### config.mk
export PLATFORM = sky130hd
export DESIGN_NAME = conv_dma_ctrl
export DESIGN_NICKNAME = d
export VERILOG_FILES = /design/src/rtl/conv_dma_pkg.sv /design/src/rtl/conv_dma_obuf.sv /design/src/rtl/conv_dma_ctrl.sv
export SDC_FILE = /design/constraint.sdc
export NUM_CORES = 1
export LEC_CHECK = 0
export CAP_MARGIN = 20
export CORE_MARGIN = 10
export CORE_UTILIZATION = 42
export CTS_BUF_LIST = sky130_fd_sc_hd__clkbuf_16
export CTS_CLUSTER_DIAMETER = 30
export DETAILED_ROUTE_END_ITERATION = 8
export PLACE_DENSITY = 0.81
export RECOVER_POWER = 100
export SYNTH_ARGS = -nofsm -noshare
export SYNTH_HDL_FRONTEND = slang
export SYNTH_HIERARCHICAL = 1
export SYNTH_SLANG_ARGS = --single-unit
export TNS_END_PERCENT = 20
### constraint.sdc
create_clock -name clk -period 2.88 [get_ports clk]
set_input_delay 0.576 -clock clk [delete_from_list [all_inputs] [get_ports clk]]
set_output_delay 0.576 -clock clk [all_outputs]
set_load 0.01 [all_outputs]
### src/rtl/conv_dma_pkg.sv
// Shared definitions for the convolution-engine DMA controller:
// FSM state codes, default sizing and the word-to-byte address helper.
package conv_dma_pkg;

  localparam int DSIZE_DEF  = 256;
  // Engine ports are byte addressed while the streams move 32-bit words.
  localparam int BYTE_SHIFT = 2;

  localparam logic [2:0] ST_IDLE  = 3'd0;
  localparam logic [2:0] ST_LOAD  = 3'd1;
  localparam logic [2:0] ST_START = 3'd2;
  localparam logic [2:0] ST_RUN   = 3'd3;
  localparam logic [2:0] ST_DRAIN = 3'd4;

  // Word index to byte address; callers truncate to their port width,
  // which gives the modulo-2^AW wrap for free.
  function automatic logic [31:0] word2byte(input logic [31:0] w);
    return w << BYTE_SHIFT;
  endfunction

endpackage

### src/rtl/conv_dma_obuf.sv
// Single-entry output register for the drain stream. Once valid, data is
// held until the consumer takes it; a new word may be loaded in the same
// cycle the current one is accepted, which keeps 1 word/cycle throughput.
module conv_dma_obuf #(
  parameter int W = 32
) (
  input  logic         clk,
  input  logic         rst_n,
  input  logic         load,
  input  logic [W-1:0] din,
  input  logic         ready,
  output logic         valid,
  output logic [W-1:0] data
);

  // Capture on load, otherwise drop valid once the word is accepted.
  always_ff @(posedge clk or negedge rst_n) begin
    if (!rst_n) begin
      valid <= 1'b0;
      data  <= '0;
    end else if (load) begin
      valid <= 1'b1;
      data  <= din;
    end else if (ready) begin
      valid <= 1'b0;
    end
  end

endmodule

### src/rtl/conv_dma_ctrl.sv
// Stream-to-engine DMA initiator: loads the engine input memory from the
// input stream, pulses conv_start, waits for conv_done, then drains the
// engine output memory to the output stream.
// Optional feature macro: CONV_DMA_TIMEOUT_EN adds a RUN watchdog that
// raises the sticky err flag and aborts the job after TIMEOUT_CYC cycles.
module conv_dma_ctrl
  import conv_dma_pkg::*;
#(
  parameter int DSIZE       = DSIZE_DEF,
  parameter int AW          = $clog2(DSIZE) - 2,
  parameter int TIMEOUT_CYC = 4096
) (
  input  logic          clk,
  input  logic          rst_n,
  input  logic          go,
  input  logic [AW-1:0] in_words,
  input  logic [AW-1:0] out_words,
  output logic          busy,
  output logic          job_done,
  output logic          err,
  input  logic [31:0]   s_data,
  input  logic          s_valid,
  output logic          s_ready,
  output logic [31:0]   m_data,
  output logic          m_valid,
  input  logic          m_ready,
  output logic [AW-1:0] mi_addr,
  output logic [31:0]   mi_data,
  output logic          mi_wr,
  output logic [AW-1:0] mo_addr,
  input  logic [31:0]   mo_data,
  output logic          conv_start,
  input  logic          conv_done
);

  localparam logic [AW-1:0] ONE = AW'(1);

  if (TIMEOUT_CYC < 1) begin : g_bad_timeout
    $error("conv_dma_ctrl: TIMEOUT_CYC must be at least 1");
  end

  logic [2:0]    state, nstate;
  logic [AW-1:0] in_n, out_n;   // job sizes latched at go
  logic [AW-1:0] cnt;           // words accepted (LOAD) / delivered (DRAIN)
  logic [AW-1:0] fcnt;          // words fetched from the engine in DRAIN
  logic          finish;
  logic          drain_hs;
  logic          obuf_load;
  logic          to_hit;

  // Write strobe and start pulse come straight from state and handshake so
  // the engine sees the word in the cycle it is accepted. mi_data is gated
  // so it reads zero whenever no write is in progress.
  assign mi_wr      = (state == ST_LOAD) && s_valid && s_ready;
  assign mi_data    = mi_wr ? s_data : 32'h0;
  assign conv_start = (state == ST_START);
  assign drain_hs   = (state == ST_DRAIN) && m_valid && m_ready;

  // mo_addr runs one word ahead of the delivered count: the next word is
  // fetched while the current one is still on the output port.
  assign obuf_load  = (state == ST_DRAIN) && (fcnt != out_n) && (!m_valid || m_ready);

  conv_dma_obuf #(.W(32)) u_obuf (
    .clk   (clk),
    .rst_n (rst_n),
    .load  (obuf_load),
    .din   (mo_data),
    .ready (m_ready),
    .valid (m_valid),
    .data  (m_data)
  );

`ifdef CONV_DMA_TIMEOUT_EN
  logic [31:0] tcnt;

  assign to_hit = (state == ST_RUN) && (tcnt == 32'(TIMEOUT_CYC - 1));

  // Watchdog: counts RUN cycles; err is sticky until the next accepted go.
  always_ff @(posedge clk or negedge rst_n) begin
    if (!rst_n) begin
      tcnt <= '0;
      err  <= 1'b0;
    end else begin
      tcnt <= (state == ST_RUN) ? tcnt + 32'd1 : 32'd0;
      if (state == ST_IDLE && go)
        err <= 1'b0;
      else if (to_hit && !conv_done)
        err <= 1'b1;
    end
  end
`else
  assign to_hit = 1'b0;
  assign err    = 1'b0;
`endif

  // Next-state logic; finish marks the transition that ends a job.
  always_comb begin
    nstate = state;
    finish = 1'b0;
    case (state)
      ST_IDLE:  if (go) nstate = (in_words != '0) ? ST_LOAD : ST_START;
      ST_LOAD:  if (mi_wr && cnt == in_n - ONE) nstate = ST_START;
      ST_START: nstate = ST_RUN;
      ST_RUN: begin
        if (conv_done) begin
          if (out_n != '0) begin
            nstate = ST_DRAIN;
          end else begin
            nstate = ST_IDLE;
            finish = 1'b1;
          end
        end else if (to_hit) begin
          nstate = ST_IDLE;
          finish = 1'b1;
        end
      end
      ST_DRAIN: begin
        if (drain_hs && cnt == out_n - ONE) begin
          nstate = ST_IDLE;
          finish = 1'b1;
        end
      end
      default:  nstate = ST_IDLE;
    endcase
  end

  // State, registered status outputs, counters and engine addresses.
  always_ff @(posedge clk or negedge rst_n) begin
    if (!rst_n) begin
      state    <= ST_IDLE;
      busy     <= 1'b0;
      s_ready  <= 1'b0;
      job_done <= 1'b0;
      in_n     <= '0;
      out_n    <= '0;
      cnt      <= '0;
      fcnt     <= '0;
      mi_addr  <= '0;
      mo_addr  <= '0;
    end else begin
      state    <= nstate;
      busy     <= (nstate != ST_IDLE);
      s_ready  <= (nstate == ST_LOAD);
      job_done <= finish;
      case (state)
        ST_IDLE: begin
          if (go) begin
            in_n    <= in_words;
            out_n   <= out_words;
            cnt     <= '0;
            mi_addr <= '0;
          end
        end
        ST_LOAD: begin
          if (mi_wr) begin
            cnt     <= cnt + ONE;
            mi_addr <= AW'(word2byte(32'(cnt + ONE)));
          end
        end
        ST_RUN: begin
          if (conv_done) begin
            cnt     <= '0;
            fcnt    <= '0;
            mo_addr <= '0;
          end
        end
        ST_DRAIN: begin
          if (obuf_load) begin
            fcnt    <= fcnt + ONE;
            mo_addr <= AW'(word2byte(32'(fcnt + ONE)));
          end
          if (drain_hs) cnt <= cnt + ONE;
        end
        default: ;
      endcase
    end
  end

endmodule

==> qor.txt, run 1 <==
Root Buffer: clkbuf_16
Cts hold-fix bufs: 0
Synth unique cells: 44
Synth Instances: 319
Number of global-route vias before repair: 2959
Crit Path Class: reg2out
First-pass GRT wire length: 16400 um
Post-synth ARST share: 100%
Grt total ovfl: 0
Post-layout nets: 561
Setup_tns: 0 ns
Flops & latches, synth: 67
Final Setup Violations: 0
CP Cell Sequence: nor3b_2 > and3_1 > buf_12 > and2_1 > clkdlybuf4s50_1
Fillers: 641
Port Buffer Count: 159
Syn. warnings: 6
RR Endpoint: cnt[5]$_DFFE_PN0P_
DRT Pass-1 Iters: 4
GRT Total Usage: 15.8%
Post-DP HPWL: 8140 um
WL/cell: 17.5 um
Register area: 1680 um^2
Post-route minimum period: 2.76 ns
Slowest cell on crit path: clkdlybuf4s50_1
Worst Setup End Kind: output port
Tightest Pin Transition: 1.21 ns
CTS tree: done
Peak supply drop: 0.451 mV
Placement Cell Area: 5250 um^2
EDFF count, synth: 0
Die Area: 12800 um^2
Final WL: 10200 um
CTS Sinks: 67
Max Cap Violations: 0
Antenna violations before repair: 0
Reg-to-Reg Start: state[0]$_DFF_PN0_
WP data required: 2.30 ns
Drc violations: 0
Skew-Pair Late Insertion Delay: 0.33 ns
DIE HEIGHT: 113 um
Crit path buffers/inverters: 2
Layout cells sized above 1: 14.6%
Core footprint: 8340 um^2
Crit share post-route: 95.8%
Syn_area_per_cell: 11.5 um^2
Static Leak: 0.00247 uW
Slew Viols, Final: 0
Post-CTS Repair Setup Buffers: 0
CP Max Fanout: 33
R2R cell count: 6
Critical path arrival: 2.18 ns
Multi-input gate area: 1740 um^2
Die W: 113 um
CTS buffer count: 9
Ys flop type: dfrtp_1
H-tree depth: 3
# rows: 33
Unrepaired setup endpoints after global routing: false
Relative slew slack: 19.6%
Total vias in the final route: 2800
Top cell family by delay on the critical path: buffers and inverters
Routed Antenna Nets: 0
Worst Clk Skew: 0.00762 ns
Routability Congestion: 0.810
IO Pins: 165
ANT cells: 0
Fin util: 67.0%
Hold Fails Final Rpt: 0
Pin count of the biggest net entering global routing: 38
Count of cells resized by post-cts repair: 0
Mapped cell area: 3650 um^2
Hold WS: 0.142 ns
Via/cell ratio: 4.79
Design area: 5590 um^2
Fin cells: 584
Sequential area share after synthesis: 45.9%
Placed cells: 568
CTS clk-pin slew, worst paths: 0.06 ns
Hold/Removal Path Class: in2async
Layout area overhead: 52.9%
Startpoint types: flop
Run status: completed
1st-iter DRT viols: 183
Worst path max stage delay: 0.54 ns
Power density cells: 931 nW/um^2
Fmax: 363 MHz
FF-to-FF setup slack: 0.57 ns
Starting Density: 43.8%
Longest Clk Path Bufs: 2
==> worst max path at each step <==
| stage | start | endpoint | slack [ns] | cells past startpoint |
|---|---|---|---|---|
| detailed placement | s_valid | mi_data[13] | 0.16 | 5 |
| global placement | s_valid | mi_data[13] | 0.17 | 5 |
| global route | state[2]$_DFF_PN0_ | mi_data[5] | 0.007 | 5 |
| finish | state[2]$_DFF_PN0_ | mi_data[18] | 0.12 | 5 |
| floorplan | state[1]$_DFF_PN0_ | mi_data[22] | 0.78 | 6 |
| CTS | state[2]$_DFF_PN0_ | mi_data[13] | 0.02 | 5 |
==> registers in the layout (all words and copies together), names as in the netlist <==
signal and count:
state 3, mi_addr 4, u_obuf/data 32, s_ready 1, job_done 1, cnt 6
busy 1, fcnt 6, out_n 6, in_n 6, u_obuf/valid 1
==> report_power, final <==
part           switching [uW]  internal [uW]  total (uW)
registers                 308           1320        1630
logic                     954           1350        2300
clock network             418            851        1270
total                    1680           3520        5200
==> Yosys cell counts, drive strengths merged (2+ instances only) <==
library cell	count	share of area (%)
and3	4	0.75
ha	5	1.7
and2	34	5.8
nor2	16	1.6
mux2	40	15
nor3	3	0.41
clkbuf	8	0.86
o211ai	4	0.82
xor2	8	1.9
inv	7	0.72
nand2	19	2.0
dfrtp	67	46
buf	19	5.3
o21bai	2	0.41
nand4	3	0.51
nand3	8	1.1
nor4	3	0.68
xnor2	22	5.3
a21oi	4	0.55
o31ai	8	1.6
nor2b	2	0.34
nor3b	6	1.5
nand2b	2	0.34
o21ai	14	2.0
==> area by class of cell <==
cell class / count / area share, %
Tap cell: 105 / 2.35
Inverter: 7 / 0.470
Sequential cell: 67 / 30.0
Timing Repair Buffer: 167 / 29.8
Clock buffer: 9 / 4.03
Clock inverter: 7 / 2.22
Multi-Input combinational cell: 222 / 31.1
==> placed cells by master, fill, tap and decap left out, drive strengths merged, types with 12 or more instances in the layout <==
cell             n
clkdlybuf4s50  117
mux2            40
dlygate4sd3     41
o21ai           14
dfrtp           67
xnor2           22
nor2            16
clkbuf          12
and2            34
nand2           19
==> metrics by stage <==
step / setup WS (ns) / power [uW]
after floorplan: 0.776 / 2970
after global routing: 0.00665 / 5530
after global placement: 0.168 / 4010
final: 0.122 / 5200
after CTS: 0.0189 / 5380
after detailed placement: 0.158 / 4080
==> per-layer routing <==
layer	up-vias	share of wire [%]	GRT usage (%)
li1	1380	-	-
met1	1316	41	18.6
met2	90	50	26.8
met3	14	6.7	4.38
met4	0	2.0	5.33
met5	-	0	0
==> kinds of logic (layout without fill, tap and decap cells) <==
group	Yosys count	after routing	share of synthesized area (%)
other	1	5	0.103
XOR/XNOR	30	30	7.19
multiplexers	41	41	15.6
AO/OA/AOI/OAI	35	35	6.30
AND/OR/NAND/NOR	106	106	16.3
adder cells (fa/ha/maj)	5	5	1.71
buffers and inverters	34	190	6.88
flip-flops	67	67	45.9
No activity file was read; power rests on OpenSTA's default activity.
==> run 2, diff against run 1 <==
- HOLD_SLACK_MARGIN: not set -> 0.05
==> results of run 2 <==
Final layout, timing and power as in run 1 (identical DEF).
==> run 3, diff against run 2 <==
- ABC_CLOCK_PERIOD_IN_PS: not set -> 2880
- SLEW_MARGIN: not set -> 20
==> results of run 3 <==
Final layout, timing and power as in run 1 (identical DEF).
